--- src/rtl/issue_scoreboard_pkg.sv ---
// scoreboard_pkg: unit codes, default latencies and writeback slot entry shared by the issue scoreboard.
package scoreboard_pkg;
   localparam int REG_W     = 5;
   localparam int LAT_ALU_D = 1;
   localparam int LAT_MEM_D = 2;
   localparam int LAT_MUL_D = 4;
   typedef enum logic [1:0] {UNIT_ALU, UNIT_MEM, UNIT_MUL, UNIT_RSV} unit_e;
   typedef struct packed {
      logic             valid;
      logic [REG_W-1:0] dst;
      unit_e            unit;
   } slot_t;
endpackage

--- src/rtl/issue_scoreboard_if.sv ---
// issue_scoreboard_if: decode request / issue / writeback bundle between decode and the scoreboard.
interface issue_scoreboard_if;
   import scoreboard_pkg::*;
   logic             stall;
   logic             req_valid;
   unit_e            req_unit;
   logic [REG_W-1:0] req_dst;
   logic             req_dst_en;
   logic [REG_W-1:0] req_src_a;
   logic [REG_W-1:0] req_src_b;
   logic             req_src_a_en;
   logic             req_src_b_en;
   logic             issue;
   logic             hold;
   logic             wb_valid;
   logic [REG_W-1:0] wb_reg;
   unit_e            wb_unit;
   logic             mul_busy;
   modport master (
      output stall, req_valid, req_unit, req_dst, req_dst_en,
             req_src_a, req_src_b, req_src_a_en, req_src_b_en,
      input  issue, hold, wb_valid, wb_reg, wb_unit, mul_busy
   );
   modport slave (
      input  stall, req_valid, req_unit, req_dst, req_dst_en,
             req_src_a, req_src_b, req_src_a_en, req_src_b_en,
      output issue, hold, wb_valid, wb_reg, wb_unit, mul_busy
   );
endinterface

--- src/rtl/issue_scoreboard_shift.sv ---
// sb_result_shift: writeback slot shift register; slot 1 is the current writeback,
// entries advance one slot per non-stalled cycle and occupancy can be queried by position.
module sb_result_shift
   import scoreboard_pkg::*;
#(
   parameter int DEPTH = LAT_MUL_D,
   parameter int PW    = $clog2(DEPTH + 2)
) (
   input  logic          clk,
   input  logic          rst_n,
   input  logic          i_adv,
   input  logic          i_ins,
   input  logic [PW-1:0] i_ins_pos,
   input  slot_t         i_ins_entry,
   input  logic [PW-1:0] i_qpos,
   output logic          o_qbusy,
   output slot_t         o_head
);
   slot_t [DEPTH:1] r_slot;
   slot_t [DEPTH:1] w_nxt;

   // Empty entries are all-zero so the head reports reg/unit 0 when idle.
   always_comb begin
      w_nxt = r_slot >> $bits(slot_t);
      if (i_ins) w_nxt[i_ins_pos] = i_ins_entry;
   end

   always_ff @(posedge clk or negedge rst_n)
      if (!rst_n) r_slot <= '0;
      else if (i_adv) r_slot <= w_nxt;

   assign o_head  = r_slot[1];
   assign o_qbusy = (i_qpos != '0 && i_qpos <= PW'(DEPTH)) ? r_slot[i_qpos].valid : 1'b0;
endmodule

--- src/rtl/issue_scoreboard.sv ---
// issue_scoreboard: decode issue control with RAW/WAW tracking, MUL occupancy and write-port scheduling.
// Define SB_FORWARD_EN to let a source bypass from the register being written back this cycle.
module issue_scoreboard
   import scoreboard_pkg::*;
#(
   parameter int NREG    = 32,
   parameter int LAT_ALU = LAT_ALU_D,
   parameter int LAT_MEM = LAT_MEM_D,
   parameter int LAT_MUL = LAT_MUL_D
) (
   input logic               clk,
   input logic               rst_n,
   issue_scoreboard_if.slave sb
);
   localparam int PW = $clog2(LAT_MUL + 2);
   localparam int CW = $clog2(LAT_MUL + 1);

   logic [NREG-1:0] r_pend;
   logic [CW-1:0]   r_mul_cnt;
   logic [PW-1:0]   w_lat;
   logic [PW-1:0]   w_qpos;
   logic [NREG-1:0] w_set;
   logic [NREG-1:0] w_clr;
   logic            w_adv, w_ins, w_slot_busy, w_wb_valid;
   logic            w_byp_a, w_byp_b, w_raw, w_waw, w_struct;
   slot_t           w_head;
   slot_t           w_entry;

   assign w_adv  = ~sb.stall;
   assign w_lat  = sb.req_unit == UNIT_ALU ? PW'(LAT_ALU) :
                   sb.req_unit == UNIT_MEM ? PW'(LAT_MEM) : PW'(LAT_MUL);
   // An entry now at L+1 would land in slot L together with ours.
   assign w_qpos = w_lat + 1'b1;
   assign w_wb_valid = w_head.valid & ~sb.stall;

`ifdef SB_FORWARD_EN
   assign w_byp_a = w_wb_valid && sb.req_src_a == w_head.dst;
   assign w_byp_b = w_wb_valid && sb.req_src_b == w_head.dst;
`else
   assign w_byp_a = 1'b0;
   assign w_byp_b = 1'b0;
`endif

   assign w_raw    = (sb.req_src_a_en && sb.req_src_a != '0 && r_pend[sb.req_src_a] && !w_byp_a) ||
                     (sb.req_src_b_en && sb.req_src_b != '0 && r_pend[sb.req_src_b] && !w_byp_b);
   assign w_waw    = sb.req_dst_en && sb.req_dst != '0 && r_pend[sb.req_dst];
   assign w_struct = (sb.req_unit == UNIT_MUL && r_mul_cnt != '0) || w_slot_busy;

   assign sb.issue    = sb.req_valid & ~sb.stall & ~w_raw & ~w_waw & ~w_struct & (sb.req_unit != UNIT_RSV);
   assign sb.hold     = sb.req_valid & ~sb.issue & ~sb.stall;
   assign sb.wb_valid = w_wb_valid;
   assign sb.wb_reg   = w_head.dst;
   assign sb.wb_unit  = w_head.unit;
   assign sb.mul_busy = r_mul_cnt != '0;

   // Writes to r0 are discarded, so they take no slot and set no pending bit.
   assign w_ins   = sb.issue & sb.req_dst_en & (sb.req_dst != '0);
   assign w_entry = '{valid: 1'b1, dst: sb.req_dst, unit: sb.req_unit};
   assign w_set   = w_ins ? NREG'(1) << sb.req_dst : '0;
   assign w_clr   = w_wb_valid ? NREG'(1) << w_head.dst : '0;

   always_ff @(posedge clk or negedge rst_n)
      if (!rst_n) r_pend <= '0;
      else if (w_adv) r_pend <= (r_pend & ~w_clr) | w_set;

   always_ff @(posedge clk or negedge rst_n)
      if (!rst_n) r_mul_cnt <= '0;
      else if (sb.issue && sb.req_unit == UNIT_MUL) r_mul_cnt <= CW'(LAT_MUL - 1);
      else if (w_adv && r_mul_cnt != '0) r_mul_cnt <= r_mul_cnt - 1'b1;

   sb_result_shift #(.DEPTH(LAT_MUL), .PW(PW)) u_shift (
      .clk         (clk),
      .rst_n       (rst_n),
      .i_adv       (w_adv),
      .i_ins       (w_ins),
      .i_ins_pos   (w_lat),
      .i_ins_entry (w_entry),
      .i_qpos      (w_qpos),
      .o_qbusy     (w_slot_busy),
      .o_head      (w_head)
   );
endmodule
--- src/flat_wrapper.sv ---
// flat-port wrapper written by rule: the top's interface ports become plain ports
module issue_scoreboard_flat import scoreboard_pkg::*;
#(
   parameter int NREG    = 32,
   parameter int LAT_ALU = LAT_ALU_D,
   parameter int LAT_MEM = LAT_MEM_D,
   parameter int LAT_MUL = LAT_MUL_D
)
  (clk, rst_n, sb_stall, sb_req_valid, sb_req_unit, sb_req_dst, sb_req_dst_en, sb_req_src_a, sb_req_src_b, sb_req_src_a_en, sb_req_src_b_en, sb_issue, sb_hold, sb_wb_valid, sb_wb_reg, sb_wb_unit, sb_mul_busy);
  issue_scoreboard_if sb_i ();
  input logic clk;
  input logic rst_n;
  input wire logic [$bits(sb_i.stall)-1:0] sb_stall;
  input wire logic [$bits(sb_i.req_valid)-1:0] sb_req_valid;
  input wire logic [$bits(sb_i.req_unit)-1:0] sb_req_unit;
  input wire logic [$bits(sb_i.req_dst)-1:0] sb_req_dst;
  input wire logic [$bits(sb_i.req_dst_en)-1:0] sb_req_dst_en;
  input wire logic [$bits(sb_i.req_src_a)-1:0] sb_req_src_a;
  input wire logic [$bits(sb_i.req_src_b)-1:0] sb_req_src_b;
  input wire logic [$bits(sb_i.req_src_a_en)-1:0] sb_req_src_a_en;
  input wire logic [$bits(sb_i.req_src_b_en)-1:0] sb_req_src_b_en;
  output wire logic [$bits(sb_i.issue)-1:0] sb_issue;
  output wire logic [$bits(sb_i.hold)-1:0] sb_hold;
  output wire logic [$bits(sb_i.wb_valid)-1:0] sb_wb_valid;
  output wire logic [$bits(sb_i.wb_reg)-1:0] sb_wb_reg;
  output wire logic [$bits(sb_i.wb_unit)-1:0] sb_wb_unit;
  output wire logic [$bits(sb_i.mul_busy)-1:0] sb_mul_busy;
  assign sb_i.stall = sb_stall;
  assign sb_i.req_valid = sb_req_valid;
  assign sb_i.req_unit = sb_req_unit;
  assign sb_i.req_dst = sb_req_dst;
  assign sb_i.req_dst_en = sb_req_dst_en;
  assign sb_i.req_src_a = sb_req_src_a;
  assign sb_i.req_src_b = sb_req_src_b;
  assign sb_i.req_src_a_en = sb_req_src_a_en;
  assign sb_i.req_src_b_en = sb_req_src_b_en;
  assign sb_issue = sb_i.issue;
  assign sb_hold = sb_i.hold;
  assign sb_wb_valid = sb_i.wb_valid;
  assign sb_wb_reg = sb_i.wb_reg;
  assign sb_wb_unit = sb_i.wb_unit;
  assign sb_mul_busy = sb_i.mul_busy;
  issue_scoreboard #(.NREG(NREG), .LAT_ALU(LAT_ALU), .LAT_MEM(LAT_MEM), .LAT_MUL(LAT_MUL)) u_core (.clk(clk), .rst_n(rst_n), .sb(sb_i));
endmodule
--- config.mk ---
export PLATFORM = sky130hd
export DESIGN_NAME = issue_scoreboard_flat
export DESIGN_NICKNAME = d
export VERILOG_FILES = /design/src/rtl/issue_scoreboard_pkg.sv /design/src/rtl/issue_scoreboard_if.sv /design/src/rtl/issue_scoreboard_shift.sv /design/src/rtl/issue_scoreboard.sv /design/src/flat_wrapper.sv
export SDC_FILE = /design/constraint.sdc
export NUM_CORES = 1
export LEC_CHECK = 0
export BUFFER_PORTS_ARGS = -buffer_cell sky130_fd_sc_hd__buf_2
export CORE_ASPECT_RATIO = 0.5
export CORE_MARGIN = 2
export CORE_UTILIZATION = 23
export DETAILED_ROUTE_END_ITERATION = 16
export PLACE_DENSITY = 0.45
export SYNTH_ARGS = -nofsm -noshare
export SYNTH_HDL_FRONTEND = slang
export SYNTH_SLANG_ARGS = --single-unit
--- constraint.sdc ---
create_clock -name clk -period 3.6 [get_ports clk]
set_input_delay 0.36 -clock clk [delete_from_list [all_inputs] [get_ports clk]]
set_output_delay 0.36 -clock clk [all_outputs]
set_load 0.01 [all_outputs]
# Word-level counts from Yosys, hierarchy flattened
# Cells that the tools add are included.
[classes] n_mux=19 eq_ne=3 reduce_logical=20 order_cmp=7 shift=2 n_addsub=2 n_bitwise=18
[op_table] op="$mux W32" n=3
[op_table] op="$shl A1 B5 Y32 const A" n=2
[op_table] op="$and A32 B32 Y32" n=1
[op_table] op="$bwmux W32" n=1
[op_table] op="$not A32 Y32" n=1
[op_table] op="$or A32 B32 Y32" n=1
[op_table] op="$bmux W8 S3" n=1
[op_table] op="$demux W8 S3" n=1
[op_table] op="$lt A5 B6 Y1 const B" n=3
[op_table] op="$mux W8" n=2
[op_table] op="$bmux W1 S5" n=3
[op_table] op="$reduce_bool A5 Y1" n=3
[op_table] op="$mux W3" n=4
[op_table] op="$logic_and A1 B1 Y1" n=11
[op_table] op="$and A1 B1 Y1" n=10
[op_table] op="$lt A3 B4 Y1 const B" n=2
[op_table] op="$reduce_bool A3 Y1" n=2
[op_table] op="$not A1 Y1" n=5
[op_table] op="$mux W1" n=4
[op_table] op="$add A3 B1 Y3 const B" n=1
[op_table] op="$ge A3 B1 Y1 const B" n=1
[op_table] op="$le A3 B3 Y1 const B" n=1
[op_table] op="$sub A3 B1 Y3 const B" n=1
[op_table] op="$eq A2 B1 Y1 const B" n=1
[op_table] op="other kinds (5)" n=6
[totals] wordCells=85 inputBits=24 reg_bits=67 out_inout_bits=11

# Logic depth before layout (Yosys ltp)
# Gate-level depths: netlist of the first run.
[depth] ltp_word=15 mapped_depth=10 depth_no_buf=9

# Cells and area by module
# From an unflattened synthesis of the first run, not the netlist that was laid out.
[hier_totals] cells_unflattened=384 hier_area_um2=4135.2
[by_module_without_submodules] mod="issue_scoreboard" cells_each=242 instances=1 seq_area_each_um2=875.8 area_each_um2=2597.5
[by_module_without_submodules] mod="sb_result_shift" cells_each=142 instances=1 seq_area_each_um2=800.8 area_each_um2=1537.7

# Worst setup path before layout of the first run
# OpenSTA, ideal clock, no wires.
[synth_timing] path_type="input to output" from="in sb_req_src_a[1]" to="out sb_hold" stages=10 n_path_buf=4 t_arrival_ns=2.612 t_required_ns=3.240 slack_ns=0.628 path_cell_list="clkbuf_1 -> clkbuf_1 -> mux4_2 -> a22oi_1 -> o31ai_1 -> a311oi_2 -> nand2_2 -> buf_2 -> clkbuf_1 -> and3_1"
[synth_via] elab_chain_len=12 word_cells_on_any_way=14 cone_classes="mux: 2; bitwise: 8; reduce/logical: 4"
[synth_rtl] item="from (decl)" line="flat_wrapper.sv:18" source="input wire logic [$bits(sb_i.req_src_a)-1:0] sb_req_src_a;"
[synth_rtl] item="$bmux W1 S5 / $reduce_bool A5 Y1 (equally long branches)" line="issue_scoreboard.sv:44" source="assign w_raw = (sb.req_src_a_en && sb.req_src_a != '0 && r_pend[sb.req_src_a] && !w_byp_a) ||"
[synth_rtl] item="$mux W1 (not written as such) / $logic_and A1 B1 Y1 (equally long branches)" line="issue_scoreboard.sv:44"
[synth_rtl] item="$logic_and A1 B1 Y1 *" line="issue_scoreboard.sv:44"
[synth_rtl] item="$logic_or A1 B1 Y1 *" line="issue_scoreboard.sv:44"
[synth_rtl] item="$not A1 Y1 *" line="issue_scoreboard.sv:49" source="assign sb.issue = sb.req_valid & ~sb.stall & ~w_raw & ~w_waw & ~w_struct & (sb.req_unit != UNIT_RSV);"
[synth_rtl] item="$and A1 B1 Y1 * (4 in series)" line="issue_scoreboard.sv:49"
[synth_rtl] item="$not A1 Y1 *" line="issue_scoreboard.sv:50" source="assign sb.hold = sb.req_valid & ~sb.issue & ~sb.stall;"
[synth_rtl] item="$and A1 B1 Y1 * (2 in series)" line="issue_scoreboard.sv:50"
[synth_rtl] item="to (decl)" line="flat_wrapper.sv:23" source="output wire logic [$bits(sb_i.hold)-1:0] sb_hold;"
# Every way passes the cells marked *; elsewhere a longest branch is shown, timed or not. The select of a mux whose other input is x is not followed.

# Worst setup path in the final report of the first run
[layout_timing] from="reg u_core.r_pend[2]" to="out sb_issue"
[layout_via] elab_chain_len=9 word_cells_on_any_way=16 cone_classes="mux: 6; bitwise: 6; reduce/logical: 4"
[layout_rtl] item="from (decl)" line="issue_scoreboard.sv:18" source="logic [NREG-1:0] r_pend;"
[layout_rtl] item="from (signal assigned)" line="issue_scoreboard.sv:64" source="else if (w_adv) r_pend <= (r_pend & ~w_clr) | w_set;"
[layout_rtl] item="$bmux W1 S5, on equally long branches" line="issue_scoreboard.sv:44, issue_scoreboard.sv:45"
[layout_rtl] item="$mux W1, on equally long branches" line="issue_scoreboard.sv:44, issue_scoreboard.sv:45"
[layout_rtl] item="$logic_and A1 B1 Y1, on equally long branches" line="issue_scoreboard.sv:44, issue_scoreboard.sv:45"
[layout_rtl] item="$logic_or A1 B1 Y1" line="issue_scoreboard.sv:44"
[layout_rtl] item="$not A1 Y1" line="issue_scoreboard.sv:49"
[layout_rtl] item="$and A1 B1 Y1" line="issue_scoreboard.sv:49"
[layout_rtl] item="$and A1 B1 Y1 * (3 in series)" line="issue_scoreboard.sv:49"
[layout_rtl] item="to (decl)" line="flat_wrapper.sv:22" source="output wire logic [$bits(sb_i.issue)-1:0] sb_issue;"
# Marked as above.

==> results of run 1 <==
[cell type report]
type | instances | area (um^2) | share of cell area, %
sequential | 67 | 1680 | 36.1
clock buffer | 14 | 264 | 5.68
timing repair buffer | 44 | 245 | 5.28
tap | 234 | 293 | 6.30
inverter | 14 | 52.6 | 1.13
multi-input combinational | 272 | 2100 | 45.3
clock inverter | 2 | 10.0 | 0.215
[routing by layer]
layer  GRT usage [%]  share of wire [%]  vias to the layer above
li1                -                  -                     1492
met1            20.2                 49                     1675
met2            20.3                 46                       90
met3            2.93                4.6                       11
met4            2.92               0.96                        0
met5               0                  0                        -
[cells by family after synthesis]
group / Yosys count / synth area share [%]
simple gates: 116 / 15.4
compound gates: 111 / 18.7
flops: 67 / 41.9
buf+inv: 49 / 5.66
mux: 41 / 17.3
xor+xnor: 2 / 0.438
fa+ha+maj: 2 / 0.625
[through the flow]
step | cells | hold WS, ps
2_1_floorplan | 388 | 64.4
3_3_place_gp | 631 | 454
3_5_place_dp | 631 | 454
4_1_cts | 647 | 280
5_1_grt | 647 | 325
6_report | 647 | 225
[cells in the mapped netlist (3+ instances only)]
library cell | n | area share (%)
nand3_1 | 13 | 1.6
or4_1 | 5 | 0.94
o31ai_1 | 21 | 3.9
or2_2 | 3 | 0.47
a31oi_1 | 7 | 1.1
clkbuf_1 | 22 | 2.1
o21ai_1 | 16 | 2.0
o41ai_1 | 11 | 2.4
buf_1 | 3 | 0.28
a22oi_1 | 3 | 0.56
nor2b_1 | 6 | 0.94
nand2b_1 | 14 | 2.2
o21ai_0 | 33 | 4.1
mux2i_1 | 6 | 1.5
dfrtp_1 | 67 | 42
buf_4 | 7 | 1.3
o311ai_1 | 4 | 0.88
and2_1 | 5 | 0.78
nand2_1 | 38 | 3.6
mux4_2 | 21 | 12
o22ai_1 | 3 | 0.47
or3_1 | 4 | 0.63
mux2_1 | 4 | 1.1
nand3b_1 | 4 | 0.75
nor2_1 | 10 | 0.94
mux2_2 | 10 | 2.8
inv_1 | 12 | 1.1
[critical path, cell delays in order (launching register included)]
cell and delay (ps):
dfrtp_1 440, mux4_2 470, mux4_2 460, or2_1 250
a22oi_4 280, nand2_2 310, buf_4 290, inv_2 50
buf_2 120
[flip-flops by register name, indices dropped and copies added (netlist names)]
register               cells
u_core.r_pend             32
u_core.u_shift.o_head      8
u_core.r_mul_cnt           3
u_core.u_shift.r_slot     24
[how the worst max path moves through the flow]
stage | from | to | slack, ps
global route | u_core.r_pend[2]$_DFFE_PN0N_ | sb_issue | 100
detailed placement | sb_req_dst[0] | sb_issue | 420
floorplan | sb_req_src_a[1] | sb_hold | 630
global placement | sb_req_dst[0] | sb_issue | 460
finish | u_core.r_pend[2]$_DFFE_PN0N_ | sb_issue | 240
CTS | u_core.r_pend[15]$_DFFE_PN0N_ | sb_issue | 230
[power by group]
group | switching (mW) | internal (mW)
clock | 0.310 | 0.502
combinational | 0.183 | 0.123
sequential | 0.0480 | 0.802
==> results.txt, run 1 <==
----------------------------------------------------
[STA]
  Maximum achievable frequency ... roughly 300 MHz
  Number of pins exceeding their max-slew limit in the final report ... 0
  Transition time of the tightest slew-check pin ... 874 ps
  Worst slew slack as a fraction of its limit ... 41.8%
  Final setup fails ... 0
  Setup repair after global routing missed its margin ... false
  Period utilization ... 93.4%
  Final clock skew ... ~4.3 ps
  Worst Setup Slack, final ... between 200 and 250 ps
  Setup TNS ... 0 ps
  Final Critical Period ... 3360 ps
  Final Hold Vio Count ... 0

[Synth]
  YS warnings ... 0
  Post-Syn Area per Cell ... 10.3 um^2
  Total nets after synthesis ... between 400 and 500
  Post-synth EDFFs ... 0
  Yosys reg bits ... 67
  Share of async-settable or async-resettable flops after synthesis ... 100%
  Synthesized cell area ... 4000 um^2
  Prevailing post-synth register cell ... dfrtp_1
  Gate count of the mapped netlist ... 388
  Part of the Yosys area used for sequential elements ... 41.9%
  Unique cell type count in the Yosys netlist ... 57

[Critical path]
  Crit path required time ... 3240 ps
  Worst Path Arrival ... around 3000 ps
  Startpoint class of the critical path ... register
  R2R Setup Slk ... 580 ps
  Worst R2R Start ... u_core.r_pend[2]$_DFFE_PN0N_
  Reg2reg end ... u_core.u_shift.r_slot[10]$_DFFE_PN0N_
  CP Max Fanout ... 20
  Worst setup path class ... register to output pin
  Sort of element at the end of the critical path ... output pin
  Depth of the most critical reg-to-reg path ... 7

[CTS]
  Htree depth ... 3
  CTS resizes ... 0
  Longest Clk Path Bufs ... 2
  CTS root buf ... clkbuf_16
  CTS tree ... done
  Clock latency reported for the late side of the worst-skew pair ... 330 ps
  Total CTS buffers ... 9
  Setup fix buffers added after clock tree synthesis ... 0
  Number of hold buffers added after cts ... 0
  Clock-pin slew reported for the worst setup and hold paths after clock tree synthesis ... 60 ps
  Sink Count ... 67

[Drt]
  Post-DR vias/cell ... slightly above 5
  Total number of vias ... 3268
  Count of nets left with antenna violations after detail routing ... 0
  Drc violations ... 0
  Wirelength, routed ... 12.1 mm
  Drt first pass iters ... 4
  First DRT Iteration DRCs ... roughly 210
  Average wire length per cell after detail routing ... 18.7 um

[Floorplan]
  Effective utilization at floorplan ... approximately a quarter
  Floorplan die width ... 191 um
  Placeable core region ... 17200 um^2
  Std cell rows ... 34
  Floorplan die height ... 97.3 um
  Floorplan die area ... 18500 um^2
  Num ports ... 35

[Power]
  Largest vdd supply drop ... 0.000201 V
  Leakage power ... 1.90 nW
  Total design power ... approximately 2.0 mW
  Pwr dens ... 424 nW/um^2

[Place]
  IO Port Bufs ... 34
  Placement Setup Slack ... 420 ps
  Final weighted congestion in routability-driven placement ... 0.774
  Detailed placer's ending HPWL ... between 8 and 9 mm
  Placed Area ... 4370 um^2

[GRT]
  Number of antenna violations at the first check in global routing ... 0
  First-pass GRT wire length ... 19.4 mm
  Maximum number of pins on one net before global-route repair ... 68
  GRT Overall Usage ... between 10 and 15%
  Total gr overflow ... 0
  Vias in the first global route ... ~3200

[Final layout]
  Most frequent standard cell in the layout excluding fill and tap cells ... dfrtp_1
  Finished Cell Area ... around 4600 um^2
  Count of filler cells inserted in the layout ... about 1900
  Layout overhead on the synthesized area ... 16.1%
  Final cell utilization of the core ... a little over a quarter
  Final-stage net count ... 434
  Ratio of cells with drive above 1 in the final layout ... 23.7%
  Antenna diode count ... 0
  Most frequent cells in the layout ... 67 x dfrtp_1, 38 x nand2_1, 34 x buf_2

[Flow run]
  Maxcap violations ... 0

[Hold path]
  Tightest Hold Check Type ... input port to async pin

[Status]
  Outcome ... finished, final reports clean

----------------------------------------------------
Note: power is estimated with default switching activity, not from simulation.
==> run 2: changes to the inputs <==
CORE_MARGIN = 1   (was 2)
PLACE_DENSITY = 0.4   (was 0.45)
==> results.txt, run 2 (synthesis results as in run 1) <==
----------------------------------------------------
[Power]
  Sequential power share ... 41.2% (-2.0 points)
  Largest vdd supply drop ... 0.000175 V (-13%)
  Internal portion of total power ... 1.52 mW (+6.5%)
  Switching fraction of total power ... 26.2% (-1.2 points)
  Switching power ... 0.541 mW (about the same)
  Leakage power ... 1.91 nW (+0.73%)
  Part of the power in combinational logic ... 15.0% (-0.6 points)
  Pwr dens ... 440 nW/um^2 (+4.0%)
  Total design power ... 2.06 mW (+4.7%)
  Part of the power in the clock network ... 43.7% (+2.4 points)

[Critical path]
  Crit path from ... u_core.r_pend[10]$_DFFE_PN0N_
  Sort of element at the end of the critical path ... output pin
  Crit-path most repeated cell ... mux4_2
  Ordered cell list for the critical path ... mux4_2, mux4_2, or2_1, a22oi_4, nand2_2, buf_4, inv_2, buf_2
  Depth of the most critical reg-to-reg path ... 7 (unchanged)
  Top Family by Delay on Critical Path ... multiplexers
  Worst R2R Start ... u_core.r_pend[10]$_DFFE_PN0N_
  Buf/Inv on CP ... 3 (unchanged)
  Max stage delay cell, worst path ... mux4_2
  Longest individual stage delay on the worst path ... 480 ps (about the same)
  Worst Path Arrival ... 2880 ps (-120 ps)
  CP Max Fanout ... 15 (-25%)
  Crit path required time ... 3240 ps (about the same)
  Startpoint class of the critical path ... register
  Worst setup path class ... register to output pin
  Number of cells on the critical path ... 8 (unchanged)

[Final layout]
  Register bank with the most flops ... u_core.r_pend
  Finished Cell Area ... 4680 um^2 (+0.73%)
  Number of flip-flops under the largest register name ... 32 (unchanged)
  Ratio of cells with drive above 1 in the final layout ... 23.7% (unchanged)
  Final-stage net count ... 434 (unchanged)
  Count of filler cells inserted in the layout ... 1778 (-4.4%)
  Antenna diode count ... 0 (unchanged)
  Final cell utilization of the core ... 28.1% (+1.0 points)
  Final instance count without filler cells ... 640 (-1.1%)
  Most frequent standard cell in the layout excluding fill and tap cells ... dfrtp_1
  Layout overhead on the synthesized area ... 16.9%
  Most frequent cells in the layout ... 67 x dfrtp_1, 38 x nand2_1, 34 x buf_2

[STA]
  Number of pins exceeding their max-slew limit in the final report ... 0 (unchanged)
  Final Hold Vio Count ... 0 (unchanged)
  Worst slew slack as a fraction of its limit ... 41.2% (-0.59 points)
  Final Critical Period ... 3240 ps (-126 ps)
  Setup TNS ... 0 ps (unchanged)
  Final setup fails ... 0 (unchanged)
  Period utilization ... 89.9% (-3.5 points)
  Transition time of the tightest slew-check pin ... 883 ps (+8.90 ps)
  Final clock skew ... 2.87 ps (-1.41 ps)
  Maximum achievable frequency ... 309 MHz (+3.9%)
  Setup repair after global routing missed its margin ... false

[Drt]
  Count of nets left with antenna violations after detail routing ... 0 (unchanged)
  Drc violations ... 0 (unchanged)
  Total number of vias ... 3219 (-1.5%)
  Average wire length per cell after detail routing ... 19.2 um (+2.5%)
  Drt first pass iters ... 4 (unchanged)
  First DRT Iteration DRCs ... 232 (+8.9%)
  Wirelength, routed ... 12.3 mm (+1.3%)
  Post-DR vias/cell ... 5.03 (-0.42%)

[CTS]
  Setup fix buffers added after clock tree synthesis ... 0 (unchanged)
  CTS root buf ... clkbuf_16
  Number of hold buffers added after cts ... 0 (unchanged)
  Clock latency reported for the late side of the worst-skew pair ... 330 ps (about the same)
  CTS resizes ... 0 (unchanged)
  Htree depth ... 3 (unchanged)
  Sink Count ... 67 (unchanged)
  CTS tree ... done
  Clock-pin slew reported for the worst setup and hold paths after clock tree synthesis ... 50 ps (about the same)
  Longest Clk Path Bufs ... 2 (unchanged)
  Total CTS buffers ... 9 (unchanged)

[Floorplan]
  Floorplan die area ... 18000 um^2 (-3.1%)
  Placeable core region ... 16700 um^2 (-2.9%)
  Std cell rows ... 33 (-2.9%)
  Floorplan die height ... 95.3 um (-2.1%)
  Num ports ... 35 (unchanged)
  Floorplan die width ... 189 um (-1.0%)
  Effective utilization at floorplan ... 24.0% (+0.71 points)

[GRT]
  First-pass GRT wire length ... 20.1 mm (+3.5%)
  Total gr overflow ... 0 (unchanged)
  Routing layer with the top usage in global route ... met2
  Maximum number of pins on one net before global-route repair ... 68 (unchanged)
  GRT Overall Usage ... 14.9% (+1.3 points)
  Met2 usage ... 22.2% (+2.0 points)
  Met3 Track Usage GR ... 3.31% (+0.39 points)
  Number of antenna violations at the first check in global routing ... 0 (unchanged)
  Global Route met1 Usage ... 21.7% (+1.5 points)
  Vias in the first global route ... 3299 (+2.1%)

[Place]
  Placed Area ... 4370 um^2 (unchanged)
  Final weighted congestion in routability-driven placement ... 0.778 (+0.53%)
  Detailed placer's ending HPWL ... 8.92 mm (+2.0%)
  IO Port Bufs ... 34 (unchanged)
  Count of placed standard cells including taps ... 624 (-1.1%)

[Flow run]
  Maxcap violations ... 0 (unchanged)

[Status]
  Outcome ... finished, final reports clean

[Hold path]
  Tightest Hold Check Type ... input port to async pin

----------------------------------------------------
run 2: cell types whose count changed in the layout (fill, tap and decap cells not counted), sizes merged:
| cell | delta |
|---|---|
| bufinv | +1 |
| clkbuf | +1 |
| clkinv | -2 |
run 2: worst register-to-register path: cells and delay by family (launching register included):
kind               cells  cell delay, ps
AOI/OAI and AO/OA      2             450
DFF                    1             430
muxes                  2             940
and+or+nand+nor        3            1020
run 2: path summary, 6_finish.rpt:
kind	endpoint	slack, ps
worst max register to register	u_core.u_shift.r_slot[10]$_DFFE_PN0N_	690
min in group clk	u_core.u_shift.r_slot[29]$_DFFE_PN0N_	400
worst min-delay path	u_core.u_shift.r_slot[16]$_DFFE_PN0N_	230
worst min register to register	u_core.r_mul_cnt[2]$_DFFE_PN0P_	460
max in group asynchronous	u_core.r_pend[28]$_DFFE_PN0N_	2790
worst max-delay path	sb_issue	360
run 2: area by class of cell:
cell class / count / area [um^2] / share of cell area, %
Tap cell: 227 / 284 / 6.07
Clock inverter: 1 / 30.0 / 0.642
Clock buffer: 15 / 278 / 5.94
Timing Repair Buffer: 44 / 245 / 5.24
Multi-Input combinational cell: 272 / 2110 / 45.2
Sequential cell: 67 / 1680 / 35.8
Inverter: 14 / 52.6 / 1.12
run 2: metrics by stage:
stage,hold slack [ps],setup WS (ps)
2_1_floorplan,64.4,628
3_3_place_gp,451,538
3_5_place_dp,453,487
4_1_cts,277,318
5_1_grt,332,201
6_report,228,363
run 2: routing by layer:
metal  wire length [um]  up-vias
li1                   -     1507
met1               6320     1634
met2               5310       76
met3                608        2
met4                 40        0
met5                  0        -
run 2: power by group through the flow:
| stage | logic (mW) | registers [mW] | clock network [mW] |
|---|---|---|---|
| finish | 0.310 | 0.850 | 0.901 |
| global route | 0.353 | 0.857 | 0.958 |
| CTS | 0.316 | 0.849 | 0.929 |
| detailed placement | 0.315 | 0.861 | 0 |
| global placement | 0.313 | 0.862 | 0 |
| floorplan | 0.220 | 0.840 | 0 |
